## src/rtl/operand_entry_ctrl_pkg.sv

```systemverilog
// Shared types and constants for the keypad operand entry sequencer.
// Covers state encoding, BCD limits, digit LED codes and a digit-insert helper.
package operand_entry_ctrl_pkg;

  typedef enum logic [1:0] {
    ST_ENTER_A = 2'd0,
    ST_ENTER_B = 2'd1,
    ST_PRESENT = 2'd2
  } state_t;

  localparam logic [3:0] BCD_MAX  = 4'd9;

  localparam logic [2:0] LED_ONES = 3'b001;
  localparam logic [2:0] LED_TENS = 3'b010;
  localparam logic [2:0] LED_HUNS = 3'b100;
  localparam logic [2:0] LED_NONE = 3'b000;

  function automatic logic [11:0] put_digit(
    input logic [11:0] op,
    input logic [1:0]  idx,
    input logic [3:0]  d
  );
    logic [11:0] r;
    r = op;
    case (idx)
      2'd0:    r[3:0]  = d;
      2'd1:    r[7:4]  = d;
      default: r[11:8] = d;
    endcase
    return r;
  endfunction

  function automatic logic [2:0] idx_led(input logic [1:0] idx);
    logic [2:0] r;
    case (idx)
      2'd0:    r = LED_ONES;
      2'd1:    r = LED_TENS;
      default: r = LED_HUNS;
    endcase
    return r;
  endfunction

endpackage

```

## src/rtl/operand_entry_ctrl_key_sync_edge.sv

```systemverilog
// Multi-flop synchroniser for a raw key followed by a rising-edge detector.
// rise is a single-cycle pulse per clean press.
module key_sync_edge #(
  parameter int SYNC_STAGES = 2
) (
  input  logic clk,
  input  logic rst,
  input  logic key,
  output logic rise
);

  logic [SYNC_STAGES-1:0] sync;
  logic                   prev;

  always_ff @(posedge clk or posedge rst) begin
    if (rst) begin
      sync <= '0;
      prev <= 1'b0;
    end else begin
      sync <= {sync[SYNC_STAGES-2:0], key};
      prev <= sync[SYNC_STAGES-1];
    end
  end

  assign rise = sync[SYNC_STAGES-1] & ~prev;

endmodule

```

## src/rtl/operand_entry_ctrl.sv

```systemverilog
// Keypad operand entry sequencer: captures three BCD digits plus sign for A
// then B, and offers the pair downstream over a valid/ready handshake.
module operand_entry_ctrl
  import operand_entry_ctrl_pkg::*;
#(
  parameter int SYNC_STAGES = 2,
  parameter int DIGITS      = 3
) (
  input  logic        clk,
  input  logic        rst,
  input  logic        key_enter,
  input  logic        key_clear,
  input  logic        sign_on,
  input  logic [3:0]  bcd_num,
  output logic [11:0] op_a_bcd,
  output logic        op_a_neg,
  output logic [11:0] op_b_bcd,
  output logic        op_b_neg,
  output logic        op_valid,
  input  logic        op_ready,
  output logic [2:0]  digit_leds,
  output logic        operand_sel,
  output logic        digit_err
);

  localparam logic [1:0] IDX_LAST = 2'(DIGITS - 1);

  state_t                 state;
  logic [1:0]             idx;
  logic                   press;
  logic                   clr;
  logic [SYNC_STAGES-1:0] sign_sync;
  logic                   sign_s;

  key_sync_edge #(.SYNC_STAGES(SYNC_STAGES)) u_enter (
    .clk  (clk),
    .rst  (rst),
    .key  (key_enter),
    .rise (press)
  );

  key_sync_edge #(.SYNC_STAGES(SYNC_STAGES)) u_clear (
    .clk  (clk),
    .rst  (rst),
    .key  (key_clear),
    .rise (clr)
  );

  always_ff @(posedge clk or posedge rst) begin
    if (rst) begin
      sign_sync <= '0;
    end else begin
      sign_sync <= {sign_sync[SYNC_STAGES-2:0], sign_on};
    end
  end

  assign sign_s = sign_sync[SYNC_STAGES-1];

  always_ff @(posedge clk or posedge rst) begin
    if (rst) begin
      state     <= ST_ENTER_A;
      idx       <= 2'd0;
      op_a_bcd  <= 12'd0;
      op_a_neg  <= 1'b0;
      op_b_bcd  <= 12'd0;
      op_b_neg  <= 1'b0;
      op_valid  <= 1'b0;
      digit_err <= 1'b0;
    end else begin
      digit_err <= 1'b0;
      // clear outranks a coincident press
      if (clr) begin
        idx <= 2'd0;
        case (state)
          ST_ENTER_A: begin
            op_a_bcd <= 12'd0;
            op_a_neg <= 1'b0;
          end
          ST_ENTER_B: begin
            op_b_bcd <= 12'd0;
            op_b_neg <= 1'b0;
          end
          default: begin
            op_a_bcd <= 12'd0;
            op_a_neg <= 1'b0;
            op_b_bcd <= 12'd0;
            op_b_neg <= 1'b0;
            op_valid <= 1'b0;
            state    <= ST_ENTER_A;
          end
        endcase
      end else if (state == ST_PRESENT) begin
        if (op_valid && op_ready) begin
          op_valid <= 1'b0;
          idx      <= 2'd0;
          state    <= ST_ENTER_A;
        end
      end else if (press) begin
        if (bcd_num > BCD_MAX) begin
          digit_err <= 1'b1;
        end else begin
          if (state == ST_ENTER_A) begin
            op_a_bcd <= put_digit(op_a_bcd, idx, bcd_num);
          end else begin
            op_b_bcd <= put_digit(op_b_bcd, idx, bcd_num);
          end
          if (idx == IDX_LAST) begin
            idx <= 2'd0;
            if (state == ST_ENTER_A) begin
              op_a_neg <= sign_s;
              state    <= ST_ENTER_B;
            end else begin
              op_b_neg <= sign_s;
              op_valid <= 1'b1;
              state    <= ST_PRESENT;
            end
          end else begin
            idx <= idx + 2'd1;
          end
        end
      end
    end
  end

  assign operand_sel = (state == ST_ENTER_B);

  always_comb begin
    digit_leds = idx_led(idx);
    if (state == ST_PRESENT) begin
      digit_leds = LED_NONE;
    end
  end

endmodule

```

## config.mk

```make
export PLATFORM = sky130hd
export DESIGN_NAME = operand_entry_ctrl
export DESIGN_NICKNAME = d
export VERILOG_FILES = /design/src/rtl/operand_entry_ctrl_pkg.sv /design/src/rtl/operand_entry_ctrl_key_sync_edge.sv /design/src/rtl/operand_entry_ctrl.sv
export SDC_FILE = /design/constraint.sdc
export NUM_CORES = 1
export LEC_CHECK = 0
export BUFFER_PORTS_ARGS = -buffer_cell sky130_fd_sc_hd__buf_2
export CAP_MARGIN = 5
export CORE_MARGIN = 3
export CORE_UTILIZATION = 47
export DETAILED_ROUTE_END_ITERATION = 8
export PLACE_DENSITY = 0.7
export SYNTH_ARGS = -nofsm -noshare
export SYNTH_HDL_FRONTEND = slang
export SYNTH_SLANG_ARGS = --single-unit
```

## constraint.sdc

```tcl
create_clock -name clk -period 1.46 [get_ports clk]
set_input_delay 0.292 -clock clk [delete_from_list [all_inputs] [get_ports clk]]
set_output_delay 0.292 -clock clk [all_outputs]
set_load 0.05 [all_outputs]
```

==> key figures <==
Timing
  – Final Hold Viols: 0
  – Final setup margin: -56.9 ps
  – Slew HR: 67.5%
  – Tmin final: 1520 ps
  – Max frequency: between 0.6 and 0.7 GHz
  – RSZ-0062 raised after global routing: yes
  – Final setup fails: 4
  – WHS: ~100 ps
  – Worst Max-Slew Pin Slew: a little under 500 ps
  – Clock Skew: approximately 5.3 ps
  – Final period util: 104%
  – Max-slew violations: 0

Die
  – Die width: between 60 and 70 um
  – Die ar.: ~4500 sq um
  – Ports: 42
  – Initial Util: between 50 and 60%
  – Placement Rows: 21
  – Core outline area: roughly 3500 sq um
  – Die Ht: ~67 um

Critical path
  – Crit path max-delay cell type: dfrtp_2
  – Critical Path Start Type: register
  – Most frequent CP cell: buf_6
  – Critical-path cell list: buf_6 > nor3_4 > buf_6
  – CP Capture Type: primary output
  – CP max FO: 5
  – Worst Setup Path Type: reg -> out
  – CP required: 1170 ps
  – Crit path arrival time: between 1000 and 1500 ps
  – Max incr delay on CP: roughly 440 ps

Yosys
  – Area leader, netlist: dfrtp_1
  – Cell count after synthesis: around 150
  – Synth Register Bits: 40
  – Xor/xnor cell area share of the yosys netlist: 0%
  – Largest family of logic cells by synthesized area: compound AO/OA/AOI/OAI gates
  – Distinct cells, synth: 37
  – Post-Synthesis Cell Area: approximately 1700 sq um
  – Simple-Gate Fraction of Synth Area: 18.6%
  – Primary FF master, synth: dfrtp_1
  – Adder-cell share of the synthesized area: 0%
  – Synth warn: 0
  – Number of flops mapped to enable cells by yosys: 0
  – Fraction of registers with async set/reset: 100%
  – Top-area cell type share of the netlist area: between 50% and 60%
  – Post-synthesis sequential area ratio: around 57%
  – Compound-gate portion of the synthesized area: between 20% and 30%
  – Top cells by area, synth: dfrtp_1, a22o_1, a32oi_1
  – Mux cell area share after synthesis: 0%
  – Avg Inst Size Synth: 11.4 sq um
  – Mapped Nets: around 160

Global routing
  – Initial antenna violation count: 0
  – Remaining global-route overflow: 0
  – Vias in the first global route: between 1500 and 2000
  – GRT Util Overall: around 22%
  – Largest net degree at the start of global routing: a little over 40
  – First-pass GRT wire length: ~7.4 mm

Cells and area
  – Share of post-route cells with drive strength above 1: 49.6%
  – Nets: 240
  – Antenna diode instance count: 0
  – Most frequent cells in the layout: dfrtp_1, buf_2, buf_4
  – Layout area overhead: 45.2%

Clocking
  – CTS tree: yes
  – Total CTS buffers: 5
  – H-tree Lvls: 2
  – Root buf cell: clkbuf_8
  – Clk_lat worst skew: ~300 ps
  – Longest Clk Path Bufs: 2
  – Clock slew at reported path FFs: 70 ps
  – Post-CTS Hold Fix Bufs: 0
  – # clock sinks: 40

Route
  – Vias/cell: 5.80
  – Remaining antenna violation count: 0
  – First-iteration detailed-routing DRC count: just over 90
  – Drt total wl: roughly 4.8 mm
  – DRC Markers: 0
  – WL/cell: 17.5 um
  – Routed vias: between 1500 and 2000
  – First-pass detailed-route iteration total: 4

Power and ir drop
  – Pleak: approximately 1.2 nW
  – Pwr/cell area: approximately 1500 nW/um^2
  – Peak VDD IR: 1.30 mV

Job
  – Max-cap violations: 0

Run status
  – Status: finished, violations left
  – Failing checks: negative setup slack

Placement
  – DP HPWL: about 3.0 mm
  – Post-place setup slack: -58.3 ps
  – Port bufs: roughly 40
  – Routability cong.: around 0.8

Min path
  – Hold Crit Class: in -> async
state kept, by name (all words and copies together), names as in the netlist:
signal and cells:
u_enter.sync 2, op_a_bcd 12, u_clear.prev 1, idx 2, u_enter.prev 1, digit_err 1
op_b_neg 1, sign_sync 2, op_a_neg 1, op_b_bcd 12, op_valid 1, state 2
u_clear.sync 2
final timing paths:
check                      slack (ps)  cells past startpoint                 startpoint                        end
hold reg to reg                   350                      0  u_enter.sync[0]$_DFF_PP0_  u_enter.sync[1]$_DFF_PP0_
max in group asynchronous         990                      3                        rst         idx[0]$_DFFE_PP0P_
setup reg to reg                    0                      5  u_enter.sync[1]$_DFF_PP0_       state[1]$_DFFE_PP0P_
setup / recovery                  -60                      3         idx[0]$_DFFE_PP0P_              digit_leds[0]
hold / removal                    100                      3                        rst   op_b_bcd[11]$_DFFE_PP0P_
min in group clk                  100                      1                  key_clear  u_clear.sync[0]$_DFF_PP0_
worst max-delay path, delay by kind of cell (launching register included):
kind / cells / cell delay (ps)
flops: 1 / 440
buf+inv: 2 / 310
simple gates: 1 / 170
where the power goes:
| group | total [W] | switching, W | internal (W) |
|---|---|---|---|
| Combinational | 0.00166 | 0.00113 | 0.000532 |
| Clock | 0.000780 | 0.000359 | 0.000420 |
| Sequential | 0.00147 | 0.000157 | 0.00131 |
| Total | 0.00390 | 0.00164 | 0.00226 |
kinds of logic (layout without fill, tap and decap cells):
logic type | Yosys count | after routing
buf+inv | 11 | 87
simple gates | 54 | 55
compound gates | 48 | 48
flops | 40 | 40
timing repair:
item / in CTS / in global routing
setup buffers: 8 / 5
gates resized for setup: 26 / 21
setup endpoints to repair: 22 / 29
pin swaps: 4 / 10
cloned: 1 / 0
metrics by stage:
stage	instances	utilization [%]	TNS (ps)	instance area, sq um	power, W
4_1_cts	271	70.3	-131	2440	0.00383
3_3_place_gp	256	62.8	-32.3	2180	0.00290
5_1_grt	276	73.1	-933	2530	0.00410
3_5_place_dp	256	62.8	-407	2180	0.00292
2_1_floorplan	153	-	-13.8	1760	0.00250
6_report	276	73.1	-148	2530	0.00390
metal layers:
layer	global-route usage (%)	vias to the layer above	part of all wire, %
met5	0	-	0
met4	7.59	0	1.9
met3	6.07	8	4.9
met2	37.7	51	51
met1	27.8	814	42
li1	-	727	-
Yosys cell counts, types with 2 or more instances:
library cell,count
nor3_1,4
o211ai_1,2
clkbuf_1,6
o21ai_0,10
nand4b_1,2
a21oi_1,3
a21o_1,3
dfrtp_1,40
nand2b_1,5
a32oi_1,8
nand4_1,3
nand2_1,11
nor2_1,2
nor4_1,2
buf_2,2
nor2b_1,6
nand3_1,9
a22o_1,16
final cells by class:
cell class              instances  area [sq um]
flip-flops and latches         40          1000
fillers                       261           933
multi-input cells             103           806
repair buffers                 79           567
clock buffers                   7          96.3
well taps                      46          57.6
inverters                       1          3.75
Power figures use the tool's default switching activity.
